**config.mk**
```make
export PLATFORM = sky130hd
export DESIGN_NAME = clkdiv_ctrl
export DESIGN_NICKNAME = d
export VERILOG_FILES = /design/src/rtl/clkdiv_ctrl.sv
export SDC_FILE = /design/constraint.sdc
export NUM_CORES = 1
export LEC_CHECK = 0
export BUFFER_PORTS_ARGS = -buffer_cell sky130_fd_sc_hd__buf_4
export CORE_MARGIN = 4
export CORE_UTILIZATION = 63
export DETAILED_ROUTE_END_ITERATION = 10
export GPL_ROUTABILITY_DRIVEN = 0
export PLACE_DENSITY_LB_ADDON = 0.05
export SLEW_MARGIN = 40
export SYNTH_ARGS = -nofsm -noshare
export SYNTH_HDL_FRONTEND = slang
export SYNTH_SLANG_ARGS = --single-unit
```
**constraint.sdc**
```tcl
create_clock -name clk -period 7.5 [get_ports clk]
set_clock_uncertainty 0.15 [all_clocks]
set_input_delay 1.5 -clock clk [delete_from_list [all_inputs] [get_ports clk]]
set_output_delay 1.5 -clock clk [all_outputs]
set_load 0.02 [all_outputs]
```
**src/rtl/clkdiv_ctrl.sv**
```systemverilog
// Run/stop toggle clock divider; clk_out and tick are registered, first edge D cycles after start.
// Divisor offers stall (cfg_ready low) while one divisor is queued, until it is applied at a full-period end.
module clkdiv_ctrl #(
    parameter int CNT_W       = 19,
    parameter int DEFAULT_DIV = 250000,
    parameter int MIN_DIV     = 2
) (
    input  logic             clk,
    input  logic             rst,
    input  logic             start,
    input  logic             stop,
    input  logic             cfg_valid,
    input  logic [CNT_W-1:0] cfg_div,
    output logic             cfg_ready,
    output logic             cfg_err,
    output logic             clk_out,
    output logic             tick,
    output logic             busy,
    output logic [CNT_W-1:0] active_div
);

    localparam logic [CNT_W-1:0] DEF_DIV = CNT_W'(DEFAULT_DIV);
    localparam logic [CNT_W-1:0] LIM_DIV = CNT_W'(MIN_DIV);
    localparam logic [CNT_W-1:0] ONE     = CNT_W'(1);

    typedef enum logic [1:0] {
        IDLE,
        RUN,
        STOPPING
    } state_t;

    state_t           state;
    state_t           state_nxt;
    logic [CNT_W-1:0] counter;
    logic [CNT_W-1:0] counter_nxt;
    logic [CNT_W-1:0] active_div_nxt;
    logic [CNT_W-1:0] pend_div;
    logic [CNT_W-1:0] pend_div_nxt;
    logic             pend_valid;
    logic             pend_valid_nxt;
    logic             clk_out_nxt;
    logic             tick_nxt;
    logic             cfg_err_nxt;
    logic             stop_exit;
    logic             boundary;
    logic             cfg_fire;
    logic             cfg_legal;

    assign cfg_ready = !pend_valid;
    assign cfg_fire  = cfg_valid && !pend_valid;
    assign cfg_legal = (cfg_div >= LIM_DIV);
    assign boundary  = (counter == active_div - ONE);

    always_ff @(posedge clk) begin
        if (rst) begin
            state <= IDLE;
        end else begin
            state <= state_nxt;
        end
    end

    always_comb begin
        state_nxt      = state;
        counter_nxt    = counter;
        clk_out_nxt    = clk_out;
        tick_nxt       = 1'b0;
        cfg_err_nxt    = 1'b0;
        active_div_nxt = active_div;
        pend_div_nxt   = pend_div;
        pend_valid_nxt = pend_valid;
        stop_exit      = 1'b0;

        case (state)
            IDLE: begin
                counter_nxt = '0;
                clk_out_nxt = 1'b0;
                if (start) begin
                    state_nxt = RUN;
                end
            end
            RUN: begin
                if (boundary) begin
                    counter_nxt = '0;
                    clk_out_nxt = !clk_out;
                    tick_nxt    = 1'b1;
                    // A falling edge closes a full period: the only safe point to swap divisors.
                    if (clk_out && pend_valid) begin
                        active_div_nxt = pend_div;
                        pend_valid_nxt = 1'b0;
                    end
                end else begin
                    counter_nxt = counter + ONE;
                end
                if (stop) begin
                    state_nxt = STOPPING;
                end
            end
            STOPPING: begin
                if (boundary) begin
                    counter_nxt = '0;
                    stop_exit   = 1'b1;
                    state_nxt   = IDLE;
                    if (clk_out) begin
                        clk_out_nxt = 1'b0;
                        tick_nxt    = 1'b1;
                    end
                    if (pend_valid) begin
                        active_div_nxt = pend_div;
                        pend_valid_nxt = 1'b0;
                    end
                end else begin
                    counter_nxt = counter + ONE;
                end
            end
            default: begin
                state_nxt = IDLE;
            end
        endcase

        // An offer landing on the stop-exit edge goes straight to active_div so it cannot strand in IDLE.
        if (cfg_fire) begin
            if (!cfg_legal) begin
                cfg_err_nxt = 1'b1;
            end else if (state == IDLE || stop_exit) begin
                active_div_nxt = cfg_div;
            end else begin
                pend_div_nxt   = cfg_div;
                pend_valid_nxt = 1'b1;
            end
        end
    end

    always_ff @(posedge clk) begin
        if (rst) begin
            counter    <= '0;
            clk_out    <= 1'b0;
            tick       <= 1'b0;
            cfg_err    <= 1'b0;
            busy       <= 1'b0;
            active_div <= DEF_DIV;
            pend_div   <= '0;
            pend_valid <= 1'b0;
        end else begin
            counter    <= counter_nxt;
            clk_out    <= clk_out_nxt;
            tick       <= tick_nxt;
            cfg_err    <= cfg_err_nxt;
            busy       <= (state_nxt != IDLE);
            active_div <= active_div_nxt;
            pend_div   <= pend_div_nxt;
            pend_valid <= pend_valid_nxt;
        end
    end

endmodule

```
* Word level (Yosys, flattened, before mapping)
Index checks and enable logic that the tools add are counted.
** Storage, ports and cells
- Register bits after elaboration :: 64
- Output and inout port bits :: 24
** Operators by class
- Bitwise logic cells :: 2
- $add $sub $neg :: 2
- Muxes and demuxes :: 30
- Reduce and logical (&&, ||, !) cells :: 13
- Eq/ne operators :: 5
- Magnitude comparators :: 1
** Operator list (number)
- 19-bit 2-to-1 mux :: 8
- 19-bit one-hot mux with 2 select lines :: 2
- 19-bit by 1-bit adder with 19-bit output (second input constant) :: 1
- 19-bit == test :: 1
- 19-bit by 2-bit greater-or-equal comparator with 1-bit output (second input constant) :: 1
- 19-bit by 1-bit subtractor with 19-bit output (second input constant) :: 1
- 1-bit 2-to-1 mux :: 13
- 2-bit 2-to-1 mux :: 3
- 2-bit one-hot mux with 3 select lines :: 1
- 3-bit AND reduction :: 2
- 2-bit inequality test (second input constant) :: 2
- 1-bit one-hot mux with 2 select lines :: 2
- 2-bit nonzero test :: 2
- 2-bit OR reduction :: 2
- 1-bit one-hot mux with 3 select lines :: 1
- 3-bit nonzero test :: 1
- 2-bit by 1-bit == test with 1-bit output (second input constant) :: 1
- 2-bit == test (second input constant) :: 1
- 1-bit logical AND :: 2
- 1-bit logical NOT :: 2
- 2-bit logical NOT :: 1
- 1-bit NOT :: 2
- 1-bit logical OR :: 1

* Depth between registers and ports, before layout
- Depth after elaboration :: 8
- Mapped depth :: 16
- Gate-level depth less buffers :: 11

* Worst setup path before layout
OpenSTA, ideal clock, no wires.
- Path kind :: input -> register
- Start point :: in cfg_div[13]
- End point :: reg active_div[10]
- Path slack :: 3712 ps
- Data arrival time :: 3516 ps
- Cell stages on the path :: 8
- Buffers on the path :: 1
- Library setup time :: 122 ps
- Cells stage by stage :: or4_1 > o311a_1 > o311a_1 > a32oi_1 > nor2_1 > clkbuf_1 > and2_1 > a221o_1
** Between the ends
- Word-level cells in the longest chain between the ends :: 3
** Ends and longest elaborated chain
- from (decl) :: line 13 : input logic [CNT_W-1:0] cfg_div,
- 19-bit by 2-bit greater-or-equal comparator with 1-bit output :: line 51 : assign cfg_legal = (cfg_div >= LIM_DIV);
- 19-bit 2-to-1 mux :: line 122 : if (!cfg_legal) begin
- 19-bit 2-to-1 mux :: line 121 : if (cfg_fire) begin
- to (signal assigned) :: line 149 : active_div <= active_div_nxt;
- to (decl) :: line 19 : output logic [CNT_W-1:0] active_div
No other way between the ends.
A chain may end at the register's enable or synchronous reset.

* Worst setup path after layout
- Start point :: in cfg_div[13]
- End point :: reg active_div[1]
Same word-level chain as after synthesis.

==> summary.txt <==
POWER AND IR DROP
--------------------------------------------------------------------------------------------------
Portion of total power attributed to combinational logic                                     25.3%
Clock share of power                                                                         34.0%
Sw Pwr                                                                                    0.327 mW
Power Density                                                                           222 mW/mm²
Switching fraction of total power                                                            33.5%
Lkg Pwr                                                                                    1.83 nW
Reg power frac                                                                               40.7%
Cell Int Power                                                                            0.650 mW
Largest vdd supply drop                                                                 0.000152 V

WORST SETUP PATH
--------------------------------------------------------------------------------------------------
Startpoint type of the worst setup path                                                  input pin
Arrival time at the worst endpoint                                                         3.91 ns
Critical setup path kind                                                              input pin to register
Worst setup path endpoint                                                             active_div[1]
Setup slack of the worst register-to-register path                                         3.75 ns
Number of cells on the worst reg-to-reg path                                                     9
WP data required                                                                           7.58 ns
CP Launch Point                                                                        cfg_div[13]
Critical register-to-register path endpoint                                             counter[6]
Endpoint class of the critical path                                                       register
Largest fanout of any net on the critical path                                                  24
RR Startpoint                                                                         active_div[6]

TIMING
--------------------------------------------------------------------------------------------------
Unrepaired setup endpoints after global routing                                                 no
Post-layout minimum cycle time                                                             3.83 ns
Setup TNS after final layout                                                                  0 ns
Maximum clock frequency                                                                    261 MHz
Number of slew-limit violations in the final report                                              0
Slew at the pin closest to its max-slew limit                                             0.623 ns
Relative slew margins                                                                        58.3%
Final Hold Viols                                                                                 0
Final setup fails                                                                                0
Period Utilization, post-route                                                               51.1%

SYNTHESIS
--------------------------------------------------------------------------------------------------
Top cells by area in the synthesized netlist                                          sky130_fd_sc_hd__dfxtp_1 (33%), sky130_fd_sc_hd__mux2i_1 (5.4%), sky130_fd_sc_hd__nor2_1 (4.8%)
Synthesis-stage register bit count                                                              64
Top FF cell, synth                                                                    sky130_fd_sc_hd__dfxtp_1
Sequential area share after synthesis                                                        32.9%
Mean Syn Cell Area                                                                        8.41 µm²
Top post-synthesis cells by count                                                     sky130_fd_sc_hd__dfxtp_1 (64), sky130_fd_sc_hd__nor2_1 (50), sky130_fd_sc_hd__a21oi_1 (23)
Most repeated cell in the gate-level netlist after synthesis                          sky130_fd_sc_hd__dfxtp_1
Yosys cell types                                                                                65
Syn Std Cell Area                                                                      0.00390 mm²
Count of warnings emitted by yosys                                                               0
Post-synthesis net count                                                                       494
Number of synthesized flops with an enable pin                                                   0
Yosys top cell area share                                                                    32.9%
Cell type with the highest aggregate area in the netlist                              sky130_fd_sc_hd__dfxtp_1
Post-synthesis async set-or-reset flop share                                                    0%
Number of cells produced by synthesis                                                          464

RUN STATUS
--------------------------------------------------------------------------------------------------
Status                                                                                finished, final reports clean

FLOORPLAN
--------------------------------------------------------------------------------------------------
Cell row count                                                                                  28
Width of the die                                                                           86.7 µm
Starting density of the core                                                                 65.5%
Height of the die                                                                          86.7 µm
Core region area                                                                       0.00596 mm²
Boundary Pins                                                                                   48
Area enclosed by the die boundary                                                      0.00751 mm²

PLACE
--------------------------------------------------------------------------------------------------
Post-DP Area                                                                           0.00417 mm²
HPWL Detailed                                                                              7160 µm
Number of buffers added on ports                                                                47

CLOCK NETWORK
--------------------------------------------------------------------------------------------------
CTS hold repair buffers                                                                          0
Maximum clock path buffer count                                                                  2
Total number of H-tree levels                                                                    3
Number of buffers inserted during clock tree synthesis                                           9
Post-cts sizing count                                                                            0
Number of buffers inserted by post-CTS setup repair                                              0
CTS root buf                                                                          sky130_fd_sc_hd__clkbuf_8
Clock transition time at the flip-flop clock pins of the worst setup and hold paths        0.08 ns
Total number of clock tree sinks                                                                64
Skew-Pair Late Insertion Delay                                                             0.35 ns
Clock tree from TritonCTS                                                                      yes

CELLS AND AREA
--------------------------------------------------------------------------------------------------
Diodes inserted                                                                                  0
Area used by multi-input combinational logic                                           0.00235 mm²
Register area                                                                          0.00128 mm²
Growth of design area from synthesis to finish                                               12.6%
Nets                                                                                           519
Filler cell count in the final layout                                                          477
Fraction of final layout cells sized beyond drive strength 1                                 16.0%
Total non-filler cell area in the finished layout                                      0.00439 mm²

GLOBAL ROUTE
--------------------------------------------------------------------------------------------------
First-pass GRT wire length                                                                17400 µm
Pin count of the biggest net entering global routing                                            54
Tot GR Track Use                                                                             28.8%
Number of antenna violations at the first check in global routing                                0
Leftover overflow at the end of global routing                                                   0
Via count of the first global-routing pass                                                    3523

DETAILED ROUTING
--------------------------------------------------------------------------------------------------
Post-detailed-route count of antenna-violating nets                                              0
First-pass iteration count of the detailed router                                                5
Via count                                                                                     3749
Total wire length                                                                         10300 µm
WL per Instance                                                                            18.1 µm
Remaining DRCs                                                                                   0
Drt via density                                                                               6.59
First-iteration detailed-routing DRC count                                                     397

MIN PATH
--------------------------------------------------------------------------------------------------
Hold crit path type                                                                   register to register

RUN
--------------------------------------------------------------------------------------------------
Max-capacitance violation count                                                                  0

[metrics by stage]
step / total power [mW] / hold slack (ns) / setup WS [ns] / std cells / util [%]
floorplan: 0.582 / 0.305 / 3.71 / 464 / -
global placement: 0.638 / 0.315 / 3.42 / 553 / 70.0
detailed placement: 0.646 / 0.325 / 3.37 / 553 / 70.0
CTS: 0.974 / 0.344 / 3.70 / 569 / 73.7
global route: 1.02 / 0.367 / 3.49 / 569 / 73.7
finish: 0.977 / 0.347 / 3.67 / 569 / 73.7
[per-layer routing]
layer  GRT usage [%]  routed length [µm]
met3            5.13                 706
met4            10.3                 220
met5               0                   0
met1            38.5                4520
met2            46.5                4830
[cells in the final DEF, fill, tap and decap left out, drive strengths merged, types with 7 or more instances in the layout]
master	n
a221o	11
mux2i	21
nor4	11
xnor2	11
nor3	7
nand2b	12
and2	15
a21o	8
a311oi	18
nor2	50
inv	19
xor2	11
and3	17
a21oi	24
dfxtp	64
o21ai	8
a31oi	10
nand4	18
buf	50
clkbuf	9
nand2	21
nand3	16
[worst min path at each step]
stage | slack, ns | end | depth (start not counted) | start
final | 0.35 | active_div[18] | 1 | pend_div[18]
after global routing | 0.37 | pend_div[14] | 2 | pend_div[14]
after CTS | 0.34 | pend_div[12] | 2 | pend_div[12]
after detailed placement | 0.32 | active_div[3] | 1 | pend_div[3]
after global placement | 0.31 | active_div[6] | 1 | pend_div[6]
after floorplan | 0.30 | pend_div[12] | 2 | pend_div[12]
[worst max-delay path, cell delays in order]
cell                      delay, ns
sky130_fd_sc_hd__buf_4         0.13
sky130_fd_sc_hd__or4_1         0.55
sky130_fd_sc_hd__o311a_1       0.42
sky130_fd_sc_hd__o311a_1       0.14
sky130_fd_sc_hd__a32oi_1       0.20
sky130_fd_sc_hd__buf_4         0.27
sky130_fd_sc_hd__nor2_1        0.18
sky130_fd_sc_hd__and2_1        0.24
sky130_fd_sc_hd__a221o_1       0.26
[registers in the layout (all words and copies together), names as in the netlist]
name,flops
tick,1
counter,19
state,2
active_div,19
pend_valid,1
busy,1
clk_out,1
pend_div,19
cfg_err,1
[cells by family after synthesis]
logic type / share of synthesized area, %
DFF: 32.9
buffers and inverters: 7.06
adders and majority gates: 1.92
and+or+nand+nor: 25.1
muxes: 5.68
xor gates and xnor gates: 4.94
AOI/OAI and AO/OA: 22.4
[power groups by stage]
stage               Clock, mW  Sequential [mW]  Combinational (mW)
CTS                     0.334            0.396               0.244
global placement            0            0.403               0.235
finish                  0.332            0.397               0.247
global route            0.350            0.400               0.272
floorplan                   0            0.406               0.176
detailed placement          0            0.404               0.242
[cell type report]
type,count,share of cell area (%)
Clock buffer,9,2.82
Clock inverter,7,2.19
Inverter,20,1.71
Multi-Input combinational cell,344,53.4
Sequential cell,64,29.2
Tap cell,75,2.14
Timing Repair Buffer,50,8.55
(Power assumes the default switching activity.)
